[config.mk]
export PLATFORM = sky130hd
export DESIGN_NAME = bus_arbiter_flat
export DESIGN_NICKNAME = d
export VERILOG_FILES = /design/src/rtl/bus_arbiter_pkg.sv /design/src/rtl/bus_arbiter_if.sv /design/src/rtl/bus_arbiter_select.sv /design/src/rtl/bus_arbiter.sv /design/src/flat_wrapper.sv
export SDC_FILE = /design/constraint.sdc
export NUM_CORES = 1
export LEC_CHECK = 0
export ABC_AREA = 1
export BUFFER_PORTS_ARGS = -buffer_cell sky130_fd_sc_hd__buf_2
export CORE_AREA = 5 5 117 119
export DETAILED_ROUTE_END_ITERATION = 8
export DIE_AREA = 0 0 122 124
export SLEW_MARGIN = 20
export SYNTH_ARGS = -nofsm -noshare
export SYNTH_HDL_FRONTEND = slang
export SYNTH_SLANG_ARGS = --single-unit
[constraint.sdc]
create_clock -name clk -period 1.7 [get_ports clk]
set_input_delay 0.51 -clock clk [delete_from_list [all_inputs] [get_ports clk]]
set_output_delay 0.51 -clock clk [all_outputs]
set_load 0.03 [all_outputs]
[src/rtl/bus_arbiter_pkg.sv]
// Shared types and constants for the two-master system bus arbiter.
package bus_arbiter_pkg;

  typedef enum logic [1:0] {
    IDLE  = 2'd0,
    OWN   = 2'd1,
    DRAIN = 2'd2
  } arb_state_t;

  localparam logic [1:0]  GRANT_NONE   = 2'b00;
  localparam logic [1:0]  GRANT_M0     = 2'b01;
  localparam logic [1:0]  GRANT_M1     = 2'b10;
  localparam logic [31:0] TIMEOUT_DATA = 32'hDEADBEEF;

  function automatic logic [1:0] grant_onehot(input logic owner);
    return owner ? GRANT_M1 : GRANT_M0;
  endfunction

endpackage

[src/rtl/bus_arbiter_if.sv]
// One valid/ready bus link. Names follow the requester's view: dataOut is
// write data towards the slave, dataIn is read data back to the requester.
interface bus_arbiter_if;
  logic        valid;
  logic        instr;
  logic        writeEnable;
  logic [31:0] address;
  logic [31:0] dataOut;
  logic [31:0] dataIn;
  logic        ready;

  modport master (
    output valid, instr, writeEnable, address, dataOut,
    input  dataIn, ready
  );

  modport slave (
    input  valid, instr, writeEnable, address, dataOut,
    output dataIn, ready
  );
endinterface

[src/rtl/bus_arbiter_select.sv]
// Winner selection for the two-master arbiter (pure combinational).
module bus_arb_select
  import bus_arbiter_pkg::*;
#(
  parameter int FIXED_PRIORITY = 0
) (
  input  logic i_req0,
  input  logic i_req1,
  input  logic i_last_owner,
  output logic o_winner
);

  always_comb begin
    o_winner = 1'b0;
    if (i_req0 && i_req1) begin
      // Round-robin hands a tie to whoever did not own the bus last.
      o_winner = (FIXED_PRIORITY != 0) ? 1'b0 : ~i_last_owner;
    end else if (i_req1) begin
      o_winner = 1'b1;
    end
  end

endmodule

[src/rtl/bus_arbiter.sv]
// Two-master arbiter serialising whole valid/ready transactions onto the system bus.
// Optional watchdog abort is built only when BUS_ARB_TIMEOUT_EN is defined.
module bus_arbiter
  import bus_arbiter_pkg::*;
#(
  parameter int FIXED_PRIORITY = 0,
  parameter int TIMEOUT_CYCLES = 255
) (
  input  logic          clk,
  input  logic          reset,
  bus_arbiter_if.slave  m0,
  bus_arbiter_if.slave  m1,
  bus_arbiter_if.master bus,
  output logic [1:0]    grant,
  output logic          busError
);

  arb_state_t  r_state;
  arb_state_t  w_next_state;
  logic        r_owner;
  logic        w_next_owner;
  logic        r_last_owner;
  logic        w_next_last;
  logic        w_winner;
  logic        w_own_valid;
  logic        w_own_ready;
  logic [31:0] w_own_rdata;
  logic        w_timeout;

  bus_arb_select #(
    .FIXED_PRIORITY (FIXED_PRIORITY)
  ) u_select (
    .i_req0       (m0.valid),
    .i_req1       (m1.valid),
    .i_last_owner (r_last_owner),
    .o_winner     (w_winner)
  );

  always_ff @(posedge clk or posedge reset) begin
    if (reset) begin
      r_state      <= IDLE;
      r_owner      <= 1'b0;
      r_last_owner <= 1'b1;
    end else begin
      r_state      <= w_next_state;
      r_owner      <= w_next_owner;
      r_last_owner <= w_next_last;
    end
  end

`ifdef BUS_ARB_TIMEOUT_EN
  localparam int               CNT_W    = $clog2(TIMEOUT_CYCLES + 1);
  localparam logic [CNT_W-1:0] CNT_LAST = CNT_W'(TIMEOUT_CYCLES - 1);

  logic [CNT_W-1:0] r_cnt;

  // Leaving OWN clears the count, so every new ownership starts from zero.
  always_ff @(posedge clk or posedge reset) begin
    if (reset) begin
      r_cnt <= '0;
    end else if (r_state != OWN) begin
      r_cnt <= '0;
    end else if (w_own_valid && !bus.ready) begin
      r_cnt <= r_cnt + CNT_W'(1);
    end
  end
`endif

  always_comb begin
    w_next_state    = r_state;
    w_next_owner    = r_owner;
    w_next_last     = r_last_owner;
    w_own_valid     = r_owner ? m1.valid : m0.valid;
    w_own_ready     = 1'b0;
    w_own_rdata     = 32'h0;
    w_timeout       = 1'b0;
    grant           = GRANT_NONE;
    bus.valid       = 1'b0;
    bus.instr       = 1'b0;
    bus.writeEnable = 1'b0;
    bus.address     = 32'h0;
    bus.dataOut     = 32'h0;

    case (r_state)
      IDLE: begin
        if (m0.valid || m1.valid) begin
          w_next_state = OWN;
          w_next_owner = w_winner;
        end
      end

      OWN: begin
        grant           = grant_onehot(r_owner);
        bus.valid       = w_own_valid;
        bus.instr       = r_owner ? m1.instr       : m0.instr;
        bus.writeEnable = r_owner ? m1.writeEnable : m0.writeEnable;
        bus.address     = r_owner ? m1.address     : m0.address;
        bus.dataOut     = r_owner ? m1.dataOut     : m0.dataOut;
        w_own_ready     = bus.ready && w_own_valid;
        w_own_rdata     = bus.dataIn;
`ifdef BUS_ARB_TIMEOUT_EN
        if (w_own_valid && !bus.ready && (r_cnt == CNT_LAST)) begin
          w_timeout    = 1'b1;
          w_own_ready  = 1'b1;
          w_own_rdata  = TIMEOUT_DATA;
          w_next_state = DRAIN;
        end
`endif
        // Normal completion and abandon both leave through DRAIN.
        if (!w_own_valid) begin
          w_next_state = DRAIN;
        end
      end

      DRAIN: begin
        if (!bus.ready) begin
          w_next_state = IDLE;
          w_next_last  = r_owner;
        end
      end

      default: begin
        w_next_state = IDLE;
      end
    endcase
  end

  always_comb begin
    m0.ready  = w_own_ready && !r_owner;
    m1.ready  = w_own_ready &&  r_owner;
    m0.dataIn = r_owner ? 32'h0 : w_own_rdata;
    m1.dataIn = r_owner ? w_own_rdata : 32'h0;
  end

  assign busError = w_timeout;

endmodule

[src/flat_wrapper.sv]
// flat-port wrapper written by rule: the top's interface ports become plain ports
module bus_arbiter_flat import bus_arbiter_pkg::*;
#(
  parameter int FIXED_PRIORITY = 0,
  parameter int TIMEOUT_CYCLES = 255
)
  (clk, reset, grant, busError, m0_valid, m0_instr, m0_writeEnable, m0_address, m0_dataOut, m0_dataIn, m0_ready, m1_valid, m1_instr, m1_writeEnable, m1_address, m1_dataOut, m1_dataIn, m1_ready, bus_valid, bus_instr, bus_writeEnable, bus_address, bus_dataOut, bus_dataIn, bus_ready);
  bus_arbiter_if m0_i ();
  bus_arbiter_if m1_i ();
  bus_arbiter_if bus_i ();
  input  logic clk;
  input  logic reset;
  output logic [1:0] grant;
  output logic busError;
  input wire logic [$bits(m0_i.valid)-1:0] m0_valid;
  input wire logic [$bits(m0_i.instr)-1:0] m0_instr;
  input wire logic [$bits(m0_i.writeEnable)-1:0] m0_writeEnable;
  input wire logic [$bits(m0_i.address)-1:0] m0_address;
  input wire logic [$bits(m0_i.dataOut)-1:0] m0_dataOut;
  output wire logic [$bits(m0_i.dataIn)-1:0] m0_dataIn;
  output wire logic [$bits(m0_i.ready)-1:0] m0_ready;
  input wire logic [$bits(m1_i.valid)-1:0] m1_valid;
  input wire logic [$bits(m1_i.instr)-1:0] m1_instr;
  input wire logic [$bits(m1_i.writeEnable)-1:0] m1_writeEnable;
  input wire logic [$bits(m1_i.address)-1:0] m1_address;
  input wire logic [$bits(m1_i.dataOut)-1:0] m1_dataOut;
  output wire logic [$bits(m1_i.dataIn)-1:0] m1_dataIn;
  output wire logic [$bits(m1_i.ready)-1:0] m1_ready;
  output wire logic [$bits(bus_i.valid)-1:0] bus_valid;
  output wire logic [$bits(bus_i.instr)-1:0] bus_instr;
  output wire logic [$bits(bus_i.writeEnable)-1:0] bus_writeEnable;
  output wire logic [$bits(bus_i.address)-1:0] bus_address;
  output wire logic [$bits(bus_i.dataOut)-1:0] bus_dataOut;
  input wire logic [$bits(bus_i.dataIn)-1:0] bus_dataIn;
  input wire logic [$bits(bus_i.ready)-1:0] bus_ready;
  assign m0_i.valid = m0_valid;
  assign m0_i.instr = m0_instr;
  assign m0_i.writeEnable = m0_writeEnable;
  assign m0_i.address = m0_address;
  assign m0_i.dataOut = m0_dataOut;
  assign m0_dataIn = m0_i.dataIn;
  assign m0_ready = m0_i.ready;
  assign m1_i.valid = m1_valid;
  assign m1_i.instr = m1_instr;
  assign m1_i.writeEnable = m1_writeEnable;
  assign m1_i.address = m1_address;
  assign m1_i.dataOut = m1_dataOut;
  assign m1_dataIn = m1_i.dataIn;
  assign m1_ready = m1_i.ready;
  assign bus_valid = bus_i.valid;
  assign bus_instr = bus_i.instr;
  assign bus_writeEnable = bus_i.writeEnable;
  assign bus_address = bus_i.address;
  assign bus_dataOut = bus_i.dataOut;
  assign bus_i.dataIn = bus_dataIn;
  assign bus_i.ready = bus_ready;
  bus_arbiter #(.FIXED_PRIORITY(FIXED_PRIORITY), .TIMEOUT_CYCLES(TIMEOUT_CYCLES)) u_core (.clk(clk), .reset(reset), .m0(m0_i), .m1(m1_i), .bus(bus_i), .grant(grant), .busError(busError));
endmodule
==> impl_metrics.json <==
{
  "io_buffers": 303,
  "status": "finished, violations left",
  "worstPathCellList": "inv_2 > nand2_4 > nor2_4 > buf_12 > clkbuf_16 > nand2_2 > nand2_2 > buf_6",
  "clkTransAtPathRegs_ps": 30,
  "cts_root_buffer": "clkbuf_16",
  "synthDistinctLibCells": 16,
  "tns_ps": -35860,
  "setup_viol": 135,
  "yosys_register_bits": 4,
  "start_util_pct": 12.0,
  "syn_area_per_cell_um2": 4.26,
  "critPathMostFrequentCell": "nand2_2",
  "gr-total-overflow": 0,
  "total_power_w": 0.00972,
  "setup_ws_ps": -330,
  "ioPinCount": 305,
  "final_cells": 843,
  "crit_arrival_ps": 1520,
  "grt_pass1_wl_mm": 17.1,
  "die-area_um2": 15100,
  "r2r_cells": 7,
  "ys_warn_count": 0,
  "worst-path-max-fanout": 8,
  "period_share_pct": 119,
  "grt_pass1_vias": 3491,
  "wl_mm": 13.4,
  "p_per_area_nw_per_um2": 1820,
  "gp_congestion": 0.781,
  "nets": 841,
  "worstSkewPairLatency_ps": 230,
  "syn_area_um2": 1490,
  "cp.required_ps": 1190,
  "core-area_um2": 12500,
  "grt_max_degree": 33,
  "die_w_um": 122,
  "grt_setup_unrepaired": "true",
  "p_leak_nw": 2.93,
  "cpMaxStageDelayCell": "dfrtp_1",
  "worstReg2RegStart": "u_core.r_owner",
  "max-cap-violations": 0,
  "vdd_drop_max_v": 0.000922,
  "worst_clock_skew_ps": 1.64,
  "fin_util_pct": 43.0,
  "antenna_found_initial": 0,
  "via_per_inst": 3.98,
  "cts_max_level": 1,
  "core.rowCount": 41,
  "r2r-end": "u_core.r_state[1]",
  "drt-pass1-iter-count": 4,
  "violations": "setup timing",
  "synthToLayoutAreaGrowth_pct": 259,
  "start_kind": "flip-flop",
  "dpl.hpwl_mm": 8.94,
  "cts_tree": "done",
  "yosysSeqAreaShare_pct": 6.80,
  "cpPeakStageDelay_ps": 430,
  "syn-instance-count": 350,
  "vias": 3356,
  "end_kind": "output port",
  "dp_cells": 817,
  "hold_path.class": "in -> async",
  "antenna_left": 0,
  "cts_made_buffers": 3,
  "startpoint": "u_core.r_state[1]",
  "die_h_um": 124,
  "path_class": "reg -> out",
  "r2r_slack_ps": 330,
  "layout-drive-gt1-share_pct": 77.0,
  "synthesis.nets": 519,
  "fin_crit_ps": 2030,
  "fmax_mhz": 493,
  "slew_viol_final": 0,
  "clock_sink_count": 4,
  "grt_usage_pct": 14.1,
  "wl_per_cell_um": 15.9,
  "drt-initial-drc-count": 83,
  "cts_buffer_depth": 2,
  "cts.hold.buffers_added": 0,
  "n_antenna_cell": 0,
  "hold_slack_ps": 164,
  "drc": 0,
  "hold_violations": 0
}
==> flip-flops by register name, indices dropped and copies added, names as in the netlist <==
name                 count
u_core.r_last_owner      1
u_core.r_state           2
u_core.r_owner           1
==> cell families (layout without fill, tap and decap cells) <==
family | count (synthesis) | in the layout | share of synthesized area (%)
and+or+nand+nor | 282 | 282 | 72.3
buffers and inverters | 60 | 381 | 19.6
DFF | 4 | 4 | 6.80
AOI/OAI and AO/OA | 3 | 3 | 1.01
other | 1 | 1 | 0.251
==> Yosys cell counts <==
master | count | area share, %
nor2_2 | 1 | 0.42
nand3_1 | 3 | 1.0
buf_6 | 5 | 3.8
nand2_2 | 1 | 0.42
buf_2 | 12 | 4.0
nor2_1 | 67 | 17
o21ai_0 | 3 | 1.0
dfrtp_1 | 3 | 5.0
inv_2 | 3 | 0.75
dfstp_2 | 1 | 1.8
buf_4 | 4 | 2.0
nor2_4 | 1 | 0.75
conb_1 | 1 | 0.25
inv_1 | 36 | 9.1
nand2_1 | 208 | 52
nand3b_1 | 1 | 0.50
==> metrics by stage <==
| step | worst slack (ps) | area (µm²) |
|---|---|---|
| after global placement | -136 | 3580 |
| after detailed placement | -140 | 3580 |
| after floorplan | -53.5 | 1840 |
| after global routing | -383 | 5360 |
| after CTS | -333 | 4670 |
| final | -330 | 5360 |
==> worst max path at each step <==
stage	to	slack (ps)	cells past startpoint
finish	bus_address[25]	-330	8
detailed placement	bus_address[16]	-140	7
floorplan	m0_dataIn[10]	-50	6
global route	bus_address[16]	-380	8
CTS	bus_address[18]	-330	8
global placement	bus_address[16]	-140	7
==> cell usage in the layout, fill, tap and decap left out <==
cell,n
buf_2,168
buf_6,133
nand2_1,107
nand2_2,88
nor2_4,41
inv_1,33
nor2_2,24
nand2_4,14
clkbuf_16,13
buf_4,13
buf_12,8
buf_16,5
nor2_1,4
inv_2,3
o21ai_0,3
nand3_1,2
dfrtp_1,2
inv_4,1
nand3b_1,1
inv_8,1
clkinv_8,1
nand3_4,1
conb_1,1
clkbuf_1,1
buf_8,1
dfstp_2,1
dfrtp_2,1
==> worst max-delay path, delay by kind of cell (launching register included) <==
family,cells,cell delay (ps)
buffers and inverters,4,580
AND/OR/NAND/NOR,4,280
flip-flops,1,430
==> metal layers <==
metal | global-route usage, % | routed length, µm
met1 | 14.5 | 4520
met2 | 27.1 | 7140
met3 | 4.50 | 1430
met4 | 4.20 | 316
met5 | 0 | 0
==> power by group <==
group          switching [W]  internal [W]
clock              0.0000729      0.000310
combinational        0.00515       0.00398
sequential         0.0000589      0.000150
total                0.00529       0.00444
==> final cells by class <==
type,count,area [µm²]
Sequential cell,4,103
Inverter,39,169
Timing Repair Buffer,338,3000
Multi-Input combinational cell,286,1790
Clock buffer,4,78.8
Tap cell,172,215
Fill cell,1241,7110
==> what timing repair did <==
| action | CTS | global route |
|---|---|---|
| cloned | 5 | 11 |
| pin swaps | 5 | 40 |
| gates resized for setup | 281 | 129 |
| endpoints found under the setup margin | 135 | 135 |
| buffers inserted | 3 | 3 |
Power figures use the tool's default switching activity.
